<file path="src/rtl/muldiv_unit.sv">
// rtl/muldiv_unit.sv - iterative HI/LO multiply/divide unit, fixed 33-cycle latency.
// Divide datapath present only when MULDIV_DIV_EN is defined.
module muldiv_unit (
    input  logic        clk,
    input  logic        reset,
    input  logic        start,
    input  logic [1:0]  op,
    input  logic [31:0] busa,
    input  logic [31:0] busb,
    input  logic        hi_we,
    input  logic        lo_we,
    input  logic [31:0] wdata,
    output logic        busy,
    output logic        done,
    output logic [31:0] hi,
    output logic [31:0] lo
);

    typedef enum logic [1:0] {IDLE, RUN, FINISH} state_t;

    state_t      state, state_next;
    logic [4:0]  cnt;
    logic [31:0] a_r, p_hi, p_lo;
    logic        neg_q;
    logic        accept;
    logic        sa, sb;
    logic [31:0] abs_a, abs_b;
    logic [32:0] add_sum;
    logic [63:0] prod_abs, prod_fix;

`ifdef MULDIV_DIV_EN
    logic        is_div, dz, neg_r;
    logic [32:0] shifted, diff;
    assign accept  = start && (state == IDLE);
    assign shifted = {p_hi, p_lo[31]};
    assign diff    = shifted - {1'b0, a_r};
`else
    assign accept = start && (state == IDLE) && !op[1];
`endif

    // op[0]=0 selects the signed flavour for both multiply and divide
    assign sa       = ~op[0] & busa[31];
    assign sb       = ~op[0] & busb[31];
    assign abs_a    = sa ? (32'd0 - busa) : busa;
    assign abs_b    = sb ? (32'd0 - busb) : busb;
    assign add_sum  = {1'b0, p_hi} + (p_lo[0] ? {1'b0, a_r} : 33'd0);
    assign prod_abs = {p_hi, p_lo};
    assign prod_fix = neg_q ? (64'd0 - prod_abs) : prod_abs;
    assign busy     = (state != IDLE);

    always_ff @(posedge clk or posedge reset) begin
        if (reset) state <= IDLE;
        else       state <= state_next;
    end

    always_comb begin
        state_next = state;
        case (state)
            IDLE:    if (accept) state_next = RUN;
            RUN:     if (cnt == 5'd31) state_next = FINISH;
            FINISH:  state_next = IDLE;
            default: state_next = IDLE;
        endcase
    end

    always_ff @(posedge clk or posedge reset) begin
        if (reset) begin
            cnt   <= 5'd0;
            a_r   <= 32'd0;
            p_hi  <= 32'd0;
            p_lo  <= 32'd0;
            neg_q <= 1'b0;
            hi    <= 32'd0;
            lo    <= 32'd0;
            done  <= 1'b0;
`ifdef MULDIV_DIV_EN
            is_div <= 1'b0;
            dz     <= 1'b0;
            neg_r  <= 1'b0;
`endif
        end else begin
            done <= (state == FINISH);
            case (state)
                IDLE: begin
                    if (hi_we) hi <= wdata;
                    if (lo_we) lo <= wdata;
                    if (accept) begin
                        // Multiplier / dividend in p_lo, multiplicand / divisor in a_r
                        cnt   <= 5'd0;
                        a_r   <= abs_b;
                        p_hi  <= 32'd0;
                        p_lo  <= abs_a;
                        neg_q <= sa ^ sb;
`ifdef MULDIV_DIV_EN
                        is_div <= op[1];
                        dz     <= (busb == 32'd0);
                        neg_r  <= sa;
`endif
                    end
                end
                RUN: begin
                    cnt <= cnt + 5'd1;
`ifdef MULDIV_DIV_EN
                    if (is_div) begin
                        // Restoring step: diff[32] set means the trial subtract borrowed
                        p_hi <= diff[32] ? shifted[31:0] : diff[31:0];
                        p_lo <= {p_lo[30:0], ~diff[32]};
                    end else
`endif
                    begin
                        p_hi <= add_sum[32:1];
                        p_lo <= {add_sum[0], p_lo[31:1]};
                    end
                end
                FINISH: begin
`ifdef MULDIV_DIV_EN
                    if (is_div) begin
                        hi <= neg_r ? (32'd0 - p_hi) : p_hi;
                        lo <= dz ? 32'hFFFF_FFFF : (neg_q ? (32'd0 - p_lo) : p_lo);
                    end else
`endif
                    begin
                        hi <= prod_fix[63:32];
                        lo <= prod_fix[31:0];
                    end
                end
                default: ;
            endcase
        end
    end

endmodule

</file>
<file path="config.mk">
export PLATFORM = sky130hd
export DESIGN_NAME = muldiv_unit
export DESIGN_NICKNAME = d
export VERILOG_FILES = /design/src/rtl/muldiv_unit.sv
export SDC_FILE = /design/constraint.sdc
export NUM_CORES = 1
export LEC_CHECK = 0
export ABC_AREA = 1
export BUFFER_PORTS_ARGS = -buffer_cell sky130_fd_sc_hd__buf_2
export CAP_MARGIN = 10
export CORE_ASPECT_RATIO = 2
export CORE_MARGIN = 5
export CORE_UTILIZATION = 64
export DETAILED_ROUTE_END_ITERATION = 10
export MAX_ROUTING_LAYER = met4
export PLACE_DENSITY_LB_ADDON = 0.15
export SYNTH_ARGS = -nofsm -noshare
export SYNTH_HDL_FRONTEND = slang
export SYNTH_SLANG_ARGS = --single-unit
</file>
<file path="constraint.sdc">
create_clock -name clk -period 14.9 [get_ports clk]
set_input_delay 1.49 -clock clk [delete_from_list [all_inputs] [get_ports clk]]
set_output_delay 1.49 -clock clk [all_outputs]
set_load 0.01 [all_outputs]
</file>
# --- Yosys cells after proc, flatten, opt, wreduce, memory -nomap -nowiden ---
# Cells that the tools add are included.
# W data, S select, Z words.
classes:
  addsub: 5
  n_eq_ne: 7
  n_mux: 17
  bitwise_logic: 4
  reduce_logical: 12
ops:
  columns: ["cell", "n"]
  rows:
  - ["$pmux W32 S2", 4]
  - ["$mux W32", 7]
  - ["$mux W64", 1]
  - ["$sub A1 B32 Y32 const A", 2]
  - ["$sub A1 B64 Y64 const A", 1]
  - ["$add A32 B32 Y33", 1]
  - ["$pmux W5 S2", 1]
  - ["$reduce_and A2 Y1", 5]
  - ["$ne A2 B2 Y1 const B", 4]
  - ["$reduce_bool A2 Y1", 3]
  - ["$add A5 B1 Y5 const B", 1]
  - ["$eq A5 B5 Y1 const B", 1]
  - ["$mux W5", 1]
  - ["$mux W2", 2]
  - ["$pmux W2 S2", 1]
  - ["$and A1 B1 Y1", 2]
  - ["$eq A2 B1 Y1 const B", 1]
  - ["$eq A2 B2 Y1 const B", 1]
  - ["$logic_and A1 B1 Y1", 2]
  - ["$logic_not A2 Y1", 1]
  - ["$logic_not A1 Y1", 1]
  - ["$not A1 Y1", 1]
  - ["$xor A1 B1 Y1", 1]
word_totals:
  regBits: 169
  inputBits: 103
  out_inout_bits: 66
  wordCells: 54

# --- Longest topological paths before layout ---
depth:
  depth_word: 5
  depth_mapped: 18

# --- Worst setup path after synthesis ---
# Ideal clock, no wire load.
synth_path:
  kind: "input-to-reg"
  from: "input busb[0]"
  to: "register a_r[28]"
  t_arrival_ns: 2.674
  path_slack_ns: 12.108
  cell_stages: 11
  n_path_buf: 0
  cell_sequence: "inv_1 ha_1 nand3_1 nor2_2 nand2_1 nor2_2 nand3_1 nand2_2 nand3b_1 nand3_1 nand2_1"
synth_between:
  elab_chain_len: 2
synth_rtl:
  columns: ["element", "line_no", "source"]
  rows:
  - ["start: declaration", "9", "input logic [31:0] busb,"]
  - ["$sub A1 B32 Y32", "45", "assign abs_b = sb ? (32'd0 - busb) : busb;"]
  - ["$mux W32", "45", null]
  - ["end signal: assignment", "90", "a_r <= abs_b;"]
  - ["end: declaration", "23", "logic [31:0] a_r, p_hi, p_lo;"]
# Every way passes these cells.
# A chain may end at the register's enable or synchronous reset.

# --- Worst setup path after layout ---
layout_path:
  from: "register state[1]"
  to: "register lo[3]"
layout_between:
  elab_chain_len: 3
  word_cells_on_any_way: 6
  classes_between: "eq/ne (2); mux (1); reduce/logical (3)"
layout_rtl:
  columns: ["element", "line_no", "source"]
  rows:
  - ["start: declaration", "21", "state_t state, state_next;"]
  - ["start signal: assignment", "53", "else state <= state_next;"]
  - ["$logic_not A2 Y1 or $eq A2 B2 Y1 (tied branches)", "83", "case (state)"]
  - ["$ne A2 B2 Y1 (no line) or $reduce_bool A2 Y1 (tied branches)", null, null]
  - ["$reduce_and A2 Y1 (no line)", null, null]
  - ["end signal: assignment", "86", "if (lo_we) lo <= wdata;"]
  - ["end signal: assignment", "124", "lo <= prod_fix[31:0];"]
  - ["end: declaration", "16", "output logic [31:0] lo"]
# Parallel ways exist; a longest one is shown, timed or not.

==> metrics.cfg <==
[run_status]
status = finished, final reports clean

[yosys]
netlist_instances = 2136
synth_area_per_cell_um2 = 6.18
netlist.area_leader.share = 0.320
ys_warn_count = 0
async_reset_ff_frac = 1.00
yosys.cell_count.top_type = nand2_1
synthTopCellsByCount = nand2_1 (621), nor2_1 (324), inv_1 (259)
yosys.cell_types.count = 41
syn-num-nets = 2277
ys_ff_latch = 169
syn_area_um2 = 13200
synth_area_leaders = dfrtp_1 (32%), nand2_1 (18%), nor2_1 (9.2%)
yosysTopAreaCell = dfrtp_1
synth_ff_type = dfrtp_1
synth_edf_count = 0
synth-seq-area-share = 0.320

[critical_path]
critPathMaxStageDelay_ns = 0.71
cp.required_ns = 15.21
end_kind = register
rr_endpoint = lo[3]$_DFFE_PP0P_
r2r_setup_slack_ns = 11.56
critical-path-top-delay-family = buffers and inverters
crit_slowest_cell = a21oi_1
cp-start-kind = register
cp_max_fo = 55
critPathBufInv = 3
cp.arrival_ns = 3.65
crit_chain = inv_1, nor2_4, buf_4, inv_2, a21oi_1, a21oi_1
cp_common_cell = a21oi_1
reg2reg_depth = 6
critPathKind = reg2reg
regToRegStartpoint = state[1]$_DFFE_PP0P_

[finish]
nNetsFinal = 2410
diodes = 0
fin_cells = 2547
drive_gt1_frac = 0.109
post-route-util = 0.725
area_growth_pct = 11.9

[routing]
drc_errors = 0
vias = 15600
drtPass1Iterations = 7
avgRoutedWirePerCell_um = 20.7
ant_nets = 0
drt-initial-drc-count = 1767
via_per_inst = 6.13
wirelength_mm = 52.8

[clock_tree]
numCtsBuffers = 17
htreeDepth = 4
post_cts_buffers = 0
root_buffer = clkbuf_16
cts_tree = done
cts_resized = 0
hold_buffers = 0
clk_transition_reported_paths_ns = 0.07
clkLatencyLatePin_ns = 0.46
clock_path_buffers = 2
clkSinkCount = 169

[die]
io_pins = 169
coreArea_um2 = 20400
dieArea_um2 = 23800
die_h_um = 213
initial_core_util = 0.648
num_rows = 74
fp.dieW_um = 112

[place]
portBuffers = 168
hpwl_mm = 40.7
dp_cells = 2516
finalWeightedCongestion = 1.10

[global_routing]
use_met2 = 0.806
use_met1 = 0.415
grtUsageMet3 = 0.0885
track_usage = 0.462
grt_max_degree = 101
busiest_layer = met2
grt_pass1_wl_mm = 82.1
antenna_found_initial = 0
overflow = 0
grt_pass1_vias = 15400

[hold_path]
hp-class = reg2reg
hold-path-endpoint = cnt[3]$_DFFE_PP0P_
worstHoldStart = cnt[3]$_DFFE_PP0P_
whs_path_depth = 1

[sta]
rsz0062_at_grt = no
fin_crit_sh = 0.224
slew_violations = 0
maxSlewHeadroom = 0.274
skew_ns = 0.0128
hold_ws_ns = 0.485
worst_slew_pin_slew_ns = 1.09
tns_ns = 0
hold_violations = 0
finalCriticalPeriod_ns = 3.34
finalSetupViolCount = 0
fmax_mhz = 299

[pwr]
p_leak_nw = 7.53
ir_drop_mv = 0.125
power_density_nw_per_um2 = 210
total_power_w = 0.00310

[flow_run]
max_cap_violations = 0

==> through the flow <==
step	cell area [um2]	worst slack, ns
floorplan	13200	8.83
global placement	14200	11.72
detailed placement	14200	11.64
CTS	14800	12.00
global route	14800	11.54
finish	14800	11.56
==> how the worst max path moves through the flow <==
stage	end	slack, ns	depth (start not counted)	start
global placement	hi[20]$_DFFE_PP0P_	11.72	3	reset
floorplan	a_r[0]$_DFFE_PP0P_	8.83	1	reset
CTS	busy	12.00	3	state[1]$_DFFE_PP0P_
global route	lo[3]$_DFFE_PP0P_	11.54	6	state[1]$_DFFE_PP0P_
finish	lo[3]$_DFFE_PP0P_	11.56	6	state[1]$_DFFE_PP0P_
detailed placement	p_lo[3]$_DFFE_PP0P_	11.64	6	start
==> kinds of logic after synthesis <==
family          after synthesis  synth area share
flops                       169             0.320
buf+inv                     331            0.0959
compound gates              335             0.141
simple gates               1234             0.387
xor+xnor                     29            0.0192
fa+ha+maj                    38            0.0366
==> per-layer routing <==
metal	part of all wire	up-vias
met3	0.074	409
met4	0.12	0
li1	-	7148
met2	0.51	1003
met5	0	-
met1	0.30	7065
==> placed cells by master (no fill, tap or decap), types with 17 or more instances in the layout <==
cell,n
clkbuf_16,17
xor2_1,23
o22ai_1,21
a21oi_1,156
nor2_1,322
inv_1,258
ha_1,37
nand3_1,226
nand2_1,621
buf_2,168
o21ai_0,99
dfrtp_1,168
==> state kept, by name, summed over array words and instances (netlist names) <==
| name | count |
|---|---|
| p_lo | 32 |
| hi | 32 |
| state | 2 |
| a_r | 32 |
| p_hi | 32 |
| cnt | 5 |
| lo | 32 |
| done | 1 |
| neg_q | 1 |
==> final cells by class <==
class,instances,area [um2]
Inverter,266,1000
Sequential cell,169,4230
Clock buffer,19,443
Clock inverter,12,118
Timing Repair Buffer,179,923
Tap cell,266,333
Fill cell,1756,5590
Multi-Input combinational cell,1636,7720
==> report_power, final <==
part | total, W | switching, W | internal, W
clock network | 0.000438 | 0.000202 | 0.000236
logic | 0.00173 | 0.00118 | 0.000547
registers | 0.000934 | 0.000249 | 0.000685
total | 0.00310 | 0.00163 | 0.00147
No activity file was read; power rests on OpenSTA's default activity.
